--- config.mk ---
export PLATFORM = sky130hd
export DESIGN_NAME = sipo_frame_deserializer
export DESIGN_NICKNAME = d
export VERILOG_FILES = /design/src/rtl/sipo_pkg.sv /design/src/rtl/sipo_out_reg.sv /design/src/rtl/sipo_frame_deserializer.sv
export SDC_FILE = /design/constraint.sdc
export NUM_CORES = 1
export LEC_CHECK = 0
export CORE_ASPECT_RATIO = 0.9
export CORE_MARGIN = 4
export CORE_UTILIZATION = 41
export CTS_CLUSTER_SIZE = 16
export DETAILED_ROUTE_END_ITERATION = 6
export HOLD_SLACK_MARGIN = 0.02
export PLACE_DENSITY = 0.79
export SLEW_MARGIN = 15
export SYNTH_ARGS = -nofsm -noshare
export SYNTH_HDL_FRONTEND = slang
export SYNTH_SLANG_ARGS = --single-unit
--- constraint.sdc ---
create_clock -name clk -period 1.38 [get_ports clk]
set_clock_uncertainty 0.15 [all_clocks]
set_input_delay 0.276 -clock clk [delete_from_list [all_inputs] [get_ports clk]]
set_output_delay 0.276 -clock clk [all_outputs]
set_load 0.02 [all_outputs]
--- src/rtl/sipo_pkg.sv ---
// Shared types and constants for the SIPO frame deserializer.
// Optional parity checking is enabled by defining SIPO_PARITY_CHECK_EN.
package sipo_pkg;

    localparam int DEF_WIDTH     = 4;
    localparam bit DEF_MSB_FIRST = 1'b1;

    typedef enum logic [1:0] {
        IDLE   = 2'd0,
        SHIFT  = 2'd1,
        PARITY = 2'd2
    } sipo_state_t;

    // Bit counter must be able to hold the value WIDTH itself.
    function automatic int cnt_width(input int width);
        return $clog2(width + 1);
    endfunction

endpackage

--- src/rtl/sipo_out_reg.sv ---
// One-deep valid/ready holding register for assembled words.
// A word offered while the register is full and not being drained is
// dropped and raises a sticky overrun flag.
module sipo_out_reg
    import sipo_pkg::*;
#(
    parameter int WIDTH = DEF_WIDTH
) (
    input  logic             clk,
    input  logic             rst,
    input  logic             load_i,
    input  logic [WIDTH-1:0] data_i,
    input  logic             ready_i,
    output logic [WIDTH-1:0] data_o,
    output logic             valid_o,
    output logic             overrun_o
);

    logic [WIDTH-1:0] data_q;
    logic             valid_q;
    logic             overrun_q;
    logic             accept_w;

    assign accept_w = valid_q & ready_i;

    // Load, drain or drop; acceptance in the same cycle frees the slot.
    always_ff @(posedge clk) begin
        if (!rst) begin
            data_q    <= '0;
            valid_q   <= 1'b0;
            overrun_q <= 1'b0;
        end else begin
            if (load_i) begin
                if (!valid_q || accept_w) begin
                    data_q  <= data_i;
                    valid_q <= 1'b1;
                end else begin
                    overrun_q <= 1'b1;
                end
            end else if (accept_w) begin
                valid_q <= 1'b0;
            end
        end
    end

    assign data_o    = data_q;
    assign valid_o   = valid_q;
    assign overrun_o = overrun_q;

endmodule

--- src/rtl/sipo_frame_deserializer.sv ---
// Serial-to-parallel frame deserializer with frame-start alignment,
// resync detection and a one-deep valid/ready output register.
// Define SIPO_PARITY_CHECK_EN to require a trailing even-parity bit.
//
//  state  | meaning
//  IDLE   | waiting for bit_valid & frame_start
//  SHIFT  | collecting data bits, count_q bits taken so far
//  PARITY | all data bits held, waiting for the parity bit
module sipo_frame_deserializer
    import sipo_pkg::*;
#(
    parameter int WIDTH     = DEF_WIDTH,
    parameter bit MSB_FIRST = DEF_MSB_FIRST
) (
    input  logic             clk,
    input  logic             rst,
    input  logic             serial_in,
    input  logic             bit_valid,
    input  logic             frame_start,
    output logic [WIDTH-1:0] parallel_out,
    output logic             out_valid,
    input  logic             out_ready,
    output logic             busy,
    output logic             frame_err,
    output logic             overrun,
    output logic             parity_err
);

    localparam int CW = cnt_width(WIDTH);
    localparam logic [CW-1:0] LAST_IDX = CW'(WIDTH - 1);

    sipo_state_t      state_q;
    logic [WIDTH-1:0] shift_q;
    logic [WIDTH-1:0] shift_d;
    logic [CW-1:0]    count_q;
    logic             busy_q;
    logic             frame_err_q;
    logic             parity_err_q;

    logic             start_w;
    logic             data_bit_w;
    logic             complete_w;
    logic [WIDTH-1:0] word_w;
`ifdef SIPO_PARITY_CHECK_EN
    logic             parity_bit_w;
    logic             parity_bad_w;
`endif

    assign start_w    = bit_valid & frame_start;
    assign data_bit_w = bit_valid & ~frame_start & (state_q == SHIFT);

    // Shift register next value: a frame start always restarts the word.
    always_comb begin
        shift_d = shift_q;
        if (start_w) begin
            if (MSB_FIRST) shift_d = {{(WIDTH-1){1'b0}}, serial_in};
            else           shift_d = {serial_in, {(WIDTH-1){1'b0}}};
        end else if (data_bit_w) begin
            if (MSB_FIRST) shift_d = {shift_q[WIDTH-2:0], serial_in};
            else           shift_d = {serial_in, shift_q[WIDTH-1:1]};
        end
    end

`ifdef SIPO_PARITY_CHECK_EN
    // Word is only released once its parity bit has been checked.
    assign parity_bit_w = bit_valid & ~frame_start & (state_q == PARITY);
    assign parity_bad_w = parity_bit_w & ((^shift_q) ^ serial_in);
    assign complete_w   = parity_bit_w & ~((^shift_q) ^ serial_in);
    assign word_w       = shift_q;
`else
    assign complete_w   = data_bit_w & (count_q == LAST_IDX);
    assign word_w       = shift_d;
`endif

    // Frame FSM with bit counter and registered status outputs.
    always_ff @(posedge clk) begin
        if (!rst) begin
            state_q      <= IDLE;
            shift_q      <= '0;
            count_q      <= '0;
            busy_q       <= 1'b0;
            frame_err_q  <= 1'b0;
            parity_err_q <= 1'b0;
        end else begin
            frame_err_q  <= 1'b0;
            parity_err_q <= 1'b0;
            shift_q      <= shift_d;
            if (bit_valid) begin
                if (frame_start) begin
                    if (state_q != IDLE) frame_err_q <= 1'b1;
                    state_q <= SHIFT;
                    count_q <= CW'(1);
                    busy_q  <= 1'b1;
                end else begin
                    case (state_q)
                        SHIFT: begin
                            if (count_q == LAST_IDX) begin
`ifdef SIPO_PARITY_CHECK_EN
                                state_q <= PARITY;
                                count_q <= count_q + CW'(1);
`else
                                state_q <= IDLE;
                                count_q <= '0;
                                busy_q  <= 1'b0;
`endif
                            end else begin
                                count_q <= count_q + CW'(1);
                            end
                        end
`ifdef SIPO_PARITY_CHECK_EN
                        PARITY: begin
                            state_q      <= IDLE;
                            count_q      <= '0;
                            busy_q       <= 1'b0;
                            parity_err_q <= parity_bad_w;
                        end
`endif
                        default: ;
                    endcase
                end
            end
        end
    end

    sipo_out_reg #(
        .WIDTH(WIDTH)
    ) u_out_reg (
        .clk      (clk),
        .rst      (rst),
        .load_i   (complete_w),
        .data_i   (word_w),
        .ready_i  (out_ready),
        .data_o   (parallel_out),
        .valid_o  (out_valid),
        .overrun_o(overrun)
    );

    assign busy       = busy_q;
    assign frame_err  = frame_err_q;
    assign parity_err = parity_err_q;

endmodule

==> results of run 1 <==
[cells in the final DEF (no fill, tap or decap)]
| master | n |
|---|---|
| dfxtp_1 | 12 |
| buf_4 | 12 |
| nor2b_1 | 9 |
| a21oi_1 | 9 |
| clkbuf_2 | 6 |
| o21ai_1 | 5 |
| nor2_1 | 3 |
| a32o_1 | 3 |
| nand2_1 | 3 |
| dfxtp_2 | 3 |
| clkbuf_4 | 3 |
| clkdlybuf4s50_1 | 3 |
| o21ai_0 | 2 |
| a21boi_0 | 2 |
| dlygate4sd2_1 | 2 |
| buf_6 | 2 |
| nand2b_4 | 1 |
| nand2_4 | 1 |
| nor3_2 | 1 |
| o21a_1 | 1 |
| inv_1 | 1 |
| nor4_4 | 1 |
| o211a_1 | 1 |
| mux2i_1 | 1 |
| a32oi_1 | 1 |
| nor3b_1 | 1 |
| ha_4 | 1 |
| conb_1 | 1 |
| clkbuf_1 | 1 |
| buf_2 | 1 |
| clkdlybuf4s15_1 | 1 |
[kinds of logic (layout without fill, tap and decap cells)]
| family | count (synthesis) | after routing | synth area share, % |
|---|---|---|---|
| AOI/OAI and AO/OA | 24 | 24 | 24.25 |
| adders and majority gates | 1 | 1 | 2.004 |
| buffers and inverters | 4 | 32 | 3.407 |
| DFF | 15 | 15 | 48.10 |
| muxes | 1 | 1 | 1.603 |
| other | 1 | 1 | 0.6006 |
| and+or+nand+nor | 20 | 20 | 20.04 |
[registers in the layout, indices dropped and copies added, names as in the netlist]
| signal | cells |
|---|---|
| u_out_reg.data_o | 4 |
| u_out_reg.valid_o | 1 |
| frame_err | 1 |
| shift_q | 4 |
| busy | 1 |
| count_q | 3 |
| u_out_reg.overrun_o | 1 |
[metrics by stage]
step | TNS (ps) | util, % | power (W) | std cells | setup WS, ps
6_report | 0 | 61.54 | 0.0007864 | 109 | 7.017
5_1_grt | -240.5 | 61.54 | 0.0008302 | 109 | -87.28
4_1_cts | -13.51 | 63.27 | 0.0007927 | 109 | -7.683
3_5_place_dp | -4640 | 59.20 | 0.0005483 | 103 | -450.5
3_3_place_gp | -4302 | 59.20 | 0.0005453 | 103 | -415.0
2_1_floorplan | 0 | - | 0.0004967 | 66 | 16.65
[routing by layer]
metal,part of all wire [%],track usage (%),up-vias
met1,43,16.19,254
met2,50,25.67,22
met5,0,0,-
met3,6.9,6.931,0
met4,0,5.114,0
li1,-,-,293
[worst max-delay path: stages, from the launching register on]
cell	delay, ps
dfxtp_2	370
buf_6	110
nand2_4	50
nor4_4	250
buf_6	160
o21ai_1	70
a21oi_1	140
[where the power goes]
part / internal [W] / total [W] / switching [W]
Clock: 0.000112 / 0.000245 / 0.000133
Sequential: 0.000440 / 0.000447 / 0.00000646
Combinational: 0.0000489 / 0.0000941 / 0.0000452
[worst min-delay path by stage]
stage / cells after the start / to
floorplan: 1 / shift_q[3]
global placement: 1 / count_q[2]
detailed placement: 1 / count_q[2]
CTS: 1 / count_q[2]
global route: 1 / count_q[2]
finish: 1 / count_q[2]
[final cells by class]
cell class	count	share of cell area (%)
Timing Repair Buffer	27	23.03
Sequential cell	15	34.13
Inverter	1	0.4213
Multi-Input combinational cell	47	37.36
Tap cell	15	2.107
Clock buffer	4	2.949
[repair_timing]
| action | in CTS | in global routing |
|---|---|---|
| pin swaps | 3 | 0 |
| resized for setup | 23 | 11 |
| endpoints found under the setup margin | 17 | 13 |
| setup buffers | 2 | 0 |
==> out/metrics.csv, run 1 <==
metric,value,unit
outcome,completed,
grt_first_pass_wirelength,2421,um
slew_viol_final,0,
wire_per_inst,12.94,um
multi_input_area,332.8,um2
drt_pre_antenna_iters,4,
critPathKind,reg2reg,
clkSlewWorstSetupHoldPaths,90,ps
yosysSeqAreaShare,48.10,%
syn-mean-instance-area,9.460,um2
drc,0,
ys_types,23,
reg2regPathDepth,6,
hold_viol,0,
placed_area,857.1,um2
die_x,49.14,um
grt_usage,14.83,%
yosys_register_bits,15,
synth_top_area_cell,dfxtp_1,
cts_tree,yes,
ant_nets,0,
ys_warn_count,0,
synth_nets,73,
num-fill-cells,122,
ctsHoldBuffers,0,
dpl.hpwl,1067,um
seq_area,304.0,um2
num_rows,13,
ys_top_cells_by_count,"dfxtp_1 (15), a21oi_1 (9), nor2b_1 (9)",
ys_async_sr_fraction,0,%
viasPerCell,5.220,
wirelength,1411,um
required,1430,ps
clk_latency,280,ps
synthesis.area,624.3,um2
rr_endpoint,u_out_reg.data_o[0],
drv_cap,0,
ys.flop_type,dfxtp_1,
grt_antenna_before_repair,0,
cts-root-buf,clkbuf_4,
ir_worst_vdd,0.0005777,V
grt_pass1_vias,538,
crit_end,u_out_reg.data_o[0],
ctsHtreeMaxLevel,1,
final_nets,102,
core_area,1448,um2
powerDensity,882.8,nW/um2
hold_start,count_q[2],
worstPathArrival,1430,ps
r2r_slack,7,ps
period_minus_slack,1373,ps
cts.sinks,15,
p_leak,0.3789,nW
synth_top_area_share,48.10,%
die_y,45.02,um
dieArea,2212,um2
yosysMostFrequentCell,dfxtp_1,
final_area,890.9,um2
ios,15,
max_freq,0.7283,GHz
synth_area_leaders,"dfxtp_1 (48%), nor2b_1 (9.0%), a21oi_1 (7.2%)",
vias,569,
min_path_type,reg2reg,
setup_violations,0,
port_buffers,13,
clk_path_buf_depth,2,
drtIter0Drc,3,
syn_inst,66,
drive_gt1_share,34.04,%
start_util,43.13,%
overflow,0,
rr_startpoint,busy,
areaGrowthSynthToFinish,42.69,%
critPathMaxFanout,8,
numCtsBuffers,3,
crit_start,busy,
fin_crit_sh,99.49,%
synth_edf_count,0,
crit_path_end_kind,flip-flop,
insertedDiodeCount,0,
holdWs,320.4,ps
grt_max_degree,9,
start_kind,flip-flop,
place.gp.congestion,0.8018,
rsz0062_at_grt,true,
No activity file was read; power rests on OpenSTA's default activity.
==> run 2: changes to the inputs <==
--- a/config.mk
+++ b/config.mk
@@ -6,13 +6,12 @@
 export NUM_CORES = 1
 export LEC_CHECK = 0
 export CORE_ASPECT_RATIO = 0.9
-export CORE_MARGIN = 4
 export CORE_UTILIZATION = 41
 export CTS_CLUSTER_SIZE = 16
 export DETAILED_ROUTE_END_ITERATION = 6
 export HOLD_SLACK_MARGIN = 0.02
 export PLACE_DENSITY = 0.79
-export SLEW_MARGIN = 15
+export SLEW_MARGIN = 0
 export SYNTH_ARGS = -nofsm -noshare
 export SYNTH_HDL_FRONTEND = slang
 export SYNTH_SLANG_ARGS = --single-unit
==> run 2 against run 1 <==
The run now ends with setup timing left. Final area up 4.1%. Critical path depth unchanged. Clock power about the same. Total power up 0.17%. Sequential share of layout area down 1.3 points. Largest power group unchanged. Wire length up 14%.
==> out/metrics.csv, run 2 (synthesis results as in run 1) <==
metric,value,unit,change
outcome,"complete, but fails checks",,
violations,setup timing,,
numCtsBuffers,3,,unchanged
grt_pass1_vias,548,,+1.9%
final_common_cell,buf_4,,
p_int,0.0006013,W,about the same
start_kind,flip-flop,,
rsz0062_at_grt,true,,
port_buffers,13,,unchanged
busiest_layer,met2,,
worstHoldPathCells,1,,unchanged
globalRouteMet1Util,23.03,%,+6.8 points
netSwitchingPower,0.0001864,W,+0.87%
max_freq,0.7131,GHz,-2.1%
die_x,43.14,um,-12%
placed_area,863.3,um2,+0.73%
seq_power_share,56.9,%,about the same
wire_per_inst,14.85,um,+15%
total_power,0.0007878,W,+0.17%
hold_viol,0,,unchanged
start_util,47.25,%,+4.1 points
core_area,1321,um2,-8.7%
place.gp.congestion,0.7438,,-7.2%
grt_max_degree,9,,unchanged
final_cell_mix,"buf_4 (13), dfxtp_1 (12), nor2b_1 (9)",,
powerDensity,849.7,nW/um2,-3.7%
setup_violations,4,,+4
switching_share,23.67,%,+0.16 points
clk_path_buf_depth,2,,unchanged
ios,15,,unchanged
required,1440,ps,about the same
final_nets,102,,unchanged
drtIter0Drc,7,,+4
die_y,39.02,um,-13%
fin_crit_sh,101.6,%,+2.1 points
drt_pre_antenna_iters,4,,unchanged
overflow,0,,unchanged
comb_power_share,12.4,%,+0.4 points
use_met3,8.411,%,+1.5 points
cts_tree,yes,,
gr-usage-met2,39.18,%,+14 points
setup_ws,-22.25,ps,-29.27 ps
reg2regPathDepth,6,,unchanged
worstPathArrival,1460,ps,+30 ps
ant_nets,0,,unchanged
vias,605,,+6.3%
post-place-ws,-453.8,ps,-3.315 ps
wirelength,1604,um,+14%
critPathMaxFanout,8,,unchanged
ir_worst_vdd,0.0008334,V,+44%
num_rows,12,,-1
drv_cap,0,,unchanged
period_minus_slack,1402,ps,+29.27 ps
dpl.hpwl,1095,um,+2.6%
clk_latency,280,ps,about the same
cts.sinks,15,,unchanged
insertedDiodeCount,0,,unchanged
min_path_type,reg2reg,,
viasPerCell,5.602,,+7.3%
final_area,927.1,um2,+4.1%
p_leak,0.3887,nW,+2.6%
fin_setup_tns,-48.16,ps,-48.16 ps
grt_usage,21.21,%,+6.4 points
grt_antenna_before_repair,0,,unchanged
dieArea,1683,um2,-24%
clkPwrFrac,30.7,%,-0.5 points
slew_viol_final,0,,unchanged
drive_gt1_share,43.62,%,+9.6 points
crit_path_end_kind,flip-flop,,
areaGrowthSynthToFinish,48.50,%,
ctsHoldBuffers,0,,unchanged
drc,0,,unchanged
cts-root-buf,clkbuf_4,,
ctsHtreeMaxLevel,1,,unchanged
clkSlewWorstSetupHoldPaths,80,ps,about the same
grt_first_pass_wirelength,2477,um,+2.3%
critPathKind,reg2reg,,
-- run 2: cell types whose count changed in the layout (fill, tap and decap cells not counted), moves of 3 or more --
cell,before,now
o21ai_2,0,5
a21oi_1,9,6
a21oi_2,0,3
o21ai_1,5,2
-- run 2: worst max-delay path: stages (launching register included) --
cell and delay (ps):
dfxtp_2 370, ha_4 160, nand2b_4 70, nor4_4 230
buf_6 180, o21ai_2 60, a21oi_2 110
-- run 2: path summary, 6_finish.rpt --
path,slack [ps],end,from
min reg2reg,340,count_q[2],count_q[2]
min,340,count_q[2],count_q[2]
max reg2reg,-20,u_out_reg.data_o[1],count_q[0]
max,-20,u_out_reg.data_o[1],count_q[0]
-- run 2: area by class of cell --
| cell class | count | area, um2 |
|---|---|---|
| Fill cell | 110 | 394.1 |
| Inverter | 1 | 3.754 |
| Tap cell | 14 | 17.52 |
| Timing Repair Buffer | 27 | 206.4 |
| Sequential cell | 15 | 304.0 |
| Clock buffer | 4 | 26.28 |
| Multi-Input combinational cell | 47 | 369.1 |
-- run 2: routing by layer --
| metal | vias up | routed length (um) | part of all wire [%] |
|---|---|---|---|
| met5 | - | 0 | 0 |
| met4 | 0 | 47 | 2.9 |
| met3 | 6 | 88 | 5.5 |
| met2 | 23 | 824 | 51 |
| met1 | 285 | 643 | 40 |
| li1 | 291 | - | - |
-- run 2: power by group through the flow --
stage	Sequential (W)	Clock, W	Combinational [W]
floorplan	0.000459	0	0.0000381
global placement	0.000456	0	0.0000889
detailed placement	0.000456	0	0.0000912
CTS	0.000447	0.000259	0.0000906
global route	0.000449	0.000278	0.000106
finish	0.000448	0.000242	0.0000978
-- run 2: stage by stage --
stage	std cells	util (%)	hold WS, ps
6_report	108	70.17	343.0
2_1_floorplan	66	-	254.2
3_5_place_dp	103	65.34	329.9
5_1_grt	108	70.17	359.3
4_1_cts	108	70.83	343.2
3_3_place_gp	103	65.34	304.1
-- run 2: repair_timing --
item / CTS / global route
endpoints found under the hold margin: 0 / 0
gates resized for setup: 29 / 16
buffers inserted: 1 / 0
setup endpoints to repair: 18 / 16
pin swaps: 2 / 6
==> run 3: changes to the inputs <==
--- a/config.mk
+++ b/config.mk
@@ -11,6 +11,7 @@
 export DETAILED_ROUTE_END_ITERATION = 6
 export HOLD_SLACK_MARGIN = 0.02
 export PLACE_DENSITY = 0.79
+export SETUP_SLACK_MARGIN = 0.15
 export SLEW_MARGIN = 0
 export SYNTH_ARGS = -nofsm -noshare
 export SYNTH_HDL_FRONTEND = slang
==> run 3 against run 2 <==
The run now ends clean. Combinational power shrank 9.4%. Sequential power is essentially flat. Clock power is essentially flat. Worst setup slack gained 41 ps. Highest routed layer unchanged. Utilization shrank 1.1 points. Largest power group unchanged. Final cell count shrank 2.8%. Critical endpoint unchanged. Largest cell class unchanged. Wire length shrank 22%.
==> out/metrics.csv, run 3 (synthesis results as in run 1) <==
metric,value,unit,change
outcome,completed,,
reg2regPathDepth,6,,unchanged
slowest_delay,370,ps,about the same
highest_layer,met4,,
fin_crit_sh,98.66,%,-2.9 points
ir_worst_vdd,0.0006229,V,-25%
grt_max_degree,16,,+7
worstHoldPathCells,3,,+2
crit_path_end_kind,flip-flop,,
drive_gt1_share,47.25,%,+3.6 points
grt_first_pass_wirelength,2035,um,-18%
final_nets,99,,-2.9%
wirelength,1249,um,-22%
grt_antenna_before_repair,0,,unchanged
placed_area,840.8,um2,-2.6%
cts_tree,yes,,
wl_met2,605,um,-27%
start_util,47.25,%,unchanged
ctsHtreeMaxLevel,1,,unchanged
holdWs,296.2,ps,-46.78 ps
place.gp.congestion,0.7171,,-3.6%
rsz0062_at_grt,true,,
finish.utilization,69.03,%,-1.1 points
start_kind,flip-flop,,
dp_cells,98,,-4.9%
ios,15,,unchanged
clk_path_buf_depth,2,,unchanged
die_x,43.14,um,unchanged
fin_cells,105,,-2.8%
die_y,39.02,um,unchanged
met1_length,584,um,-9.2%
num_rows,12,,unchanged
port_buffers,13,,unchanged
slew_viol_final,0,,unchanged
numCtsBuffers,3,,unchanged
period_minus_slack,1362,ps,-40.70 ps
routed-wl-met3,48,um,-45%
max_freq,0.7345,GHz,+3.0%
cp_slowest_cell,dfxtp_4,,
areaGrowthSynthToFinish,46.09,%,
powerDensity,854.6,nW/um2,+0.58%
hold_end,busy,,
viasPerCell,5.229,,-6.7%
final_common_cell,buf_4,,
setup_violations,0,,-4
hold_viol,0,,unchanged
dpl.hpwl,884.6,um,-19%
hold_start,bit_valid,,
worstPathArrival,1430,ps,-30 ps
required,1440,ps,about the same
drv_cap,0,,unchanged
clk_latency,280,ps,about the same
p_leak,0.3960,nW,+1.9%
clkSlewWorstSetupHoldPaths,90,ps,about the same
core_area,1321,um2,unchanged
critPathMaxFanout,8,,unchanged
cts.sinks,15,,unchanged
drt_pre_antenna_iters,4,,unchanged
insertedDiodeCount,0,,unchanged
final_cell_mix,"buf_4 (15), dfxtp_1 (10), nor2b_1 (9)",,
rr_endpoint,u_out_reg.data_o[1],,
overflow,0,,unchanged
path_cells,ha_4 > nand2b_4 > nor4_4 > buf_6 > o21ai_1 > a21oi_1,,
dieArea,1683,um2,unchanged
rr_startpoint,count_q[0],,
drc,0,,unchanged
min_path_type,in2reg,,
final_area,912.1,um2,-1.6%
vias,549,,-9.3%
grt_usage,17.19,%,-4.0 points
drtIter0Drc,2,,-5
critPathKind,reg2reg,,
wire_per_inst,11.90,um,-20%
grt_pass1_vias,500,,-8.8%
ant_nets,0,,unchanged
r2r_slack,20,ps,+40 ps
ctsHoldBuffers,0,,unchanged
cts-root-buf,clkbuf_4,,
==> run 3: cell count changes in the layout (fill, tap and decap cells not counted), sizes merged <==
cell           previous run  this run
dlygate4sd2               3         2
buf                      15        19
clkbuf                    9         3
clkinv                    0         1
clkdlybuf4s15             1         0
==> run 3: per-stage QoR <==
step | setup TNS, ps | setup slack, ps | power, W
floorplan | 0 | 64.79 | 0.0004987
global placement | -4476 | -419.7 | 0.0005369
detailed placement | -4599 | -419.7 | 0.0005382
global route | -180.8 | -47.28 | 0.0008172
CTS | 0 | 14.32 | 0.0007867
finish | 0 | 18.45 | 0.0007795
==> run 3: cell type report <==
cell class | instances | area, um2
clock buffers | 3 | 22.52
clock inverters | 1 | 5.005
fillers | 105 | 409.1
inverters | 1 | 3.754
multi-input cells | 47 | 359.1
flip-flops and latches | 15 | 311.5
well taps | 14 | 17.52
repair buffers | 24 | 192.7
==> run 3: how the worst max path moves through the flow <==
stage,slack [ps],depth (start not counted),endpoint,start
4_1_cts,10,6,u_out_reg.data_o[2],count_q[0]
5_1_grt,-50,6,u_out_reg.data_o[2],count_q[0]
2_1_floorplan,60,5,u_out_reg.data_o[0],count_q[1]
6_report,20,6,u_out_reg.data_o[1],count_q[0]
3_3_place_gp,-420,5,u_out_reg.data_o[3],frame_start
3_5_place_dp,-420,5,u_out_reg.data_o[3],frame_start
==> run 3: power breakdown <==
part,internal (W),switching (W)
combinational,0.0000457,0.0000429
sequential,0.000439,0.00000754
clock,0.000107,0.000137
total,0.000592,0.000188
==> run 3: per-layer routing <==
layer,GRT usage [%],up-vias
met1,18.82,248
li1,-,288
met2,30.97,11
met5,0,-
met4,11.36,0
met3,2.804,2
==> run 3: repair_timing <==
item                                    in CTS  in global routing
endpoints found under the hold margin        0                  0
pin swaps                                    4                  2
endpoints found under the setup margin      22                 17
resized for setup                           45                 15
cloned                                       0                  0
buffers inserted                             3                  0
==> run 3: critical path: cells and delay by family (launching register included) <==
kind	cells	cell delay, ps
and+or+nand+nor	2	290
buffers and inverters	1	170
DFF	1	370
AOI/OAI and AO/OA	2	170
adders and majority gates	1	150
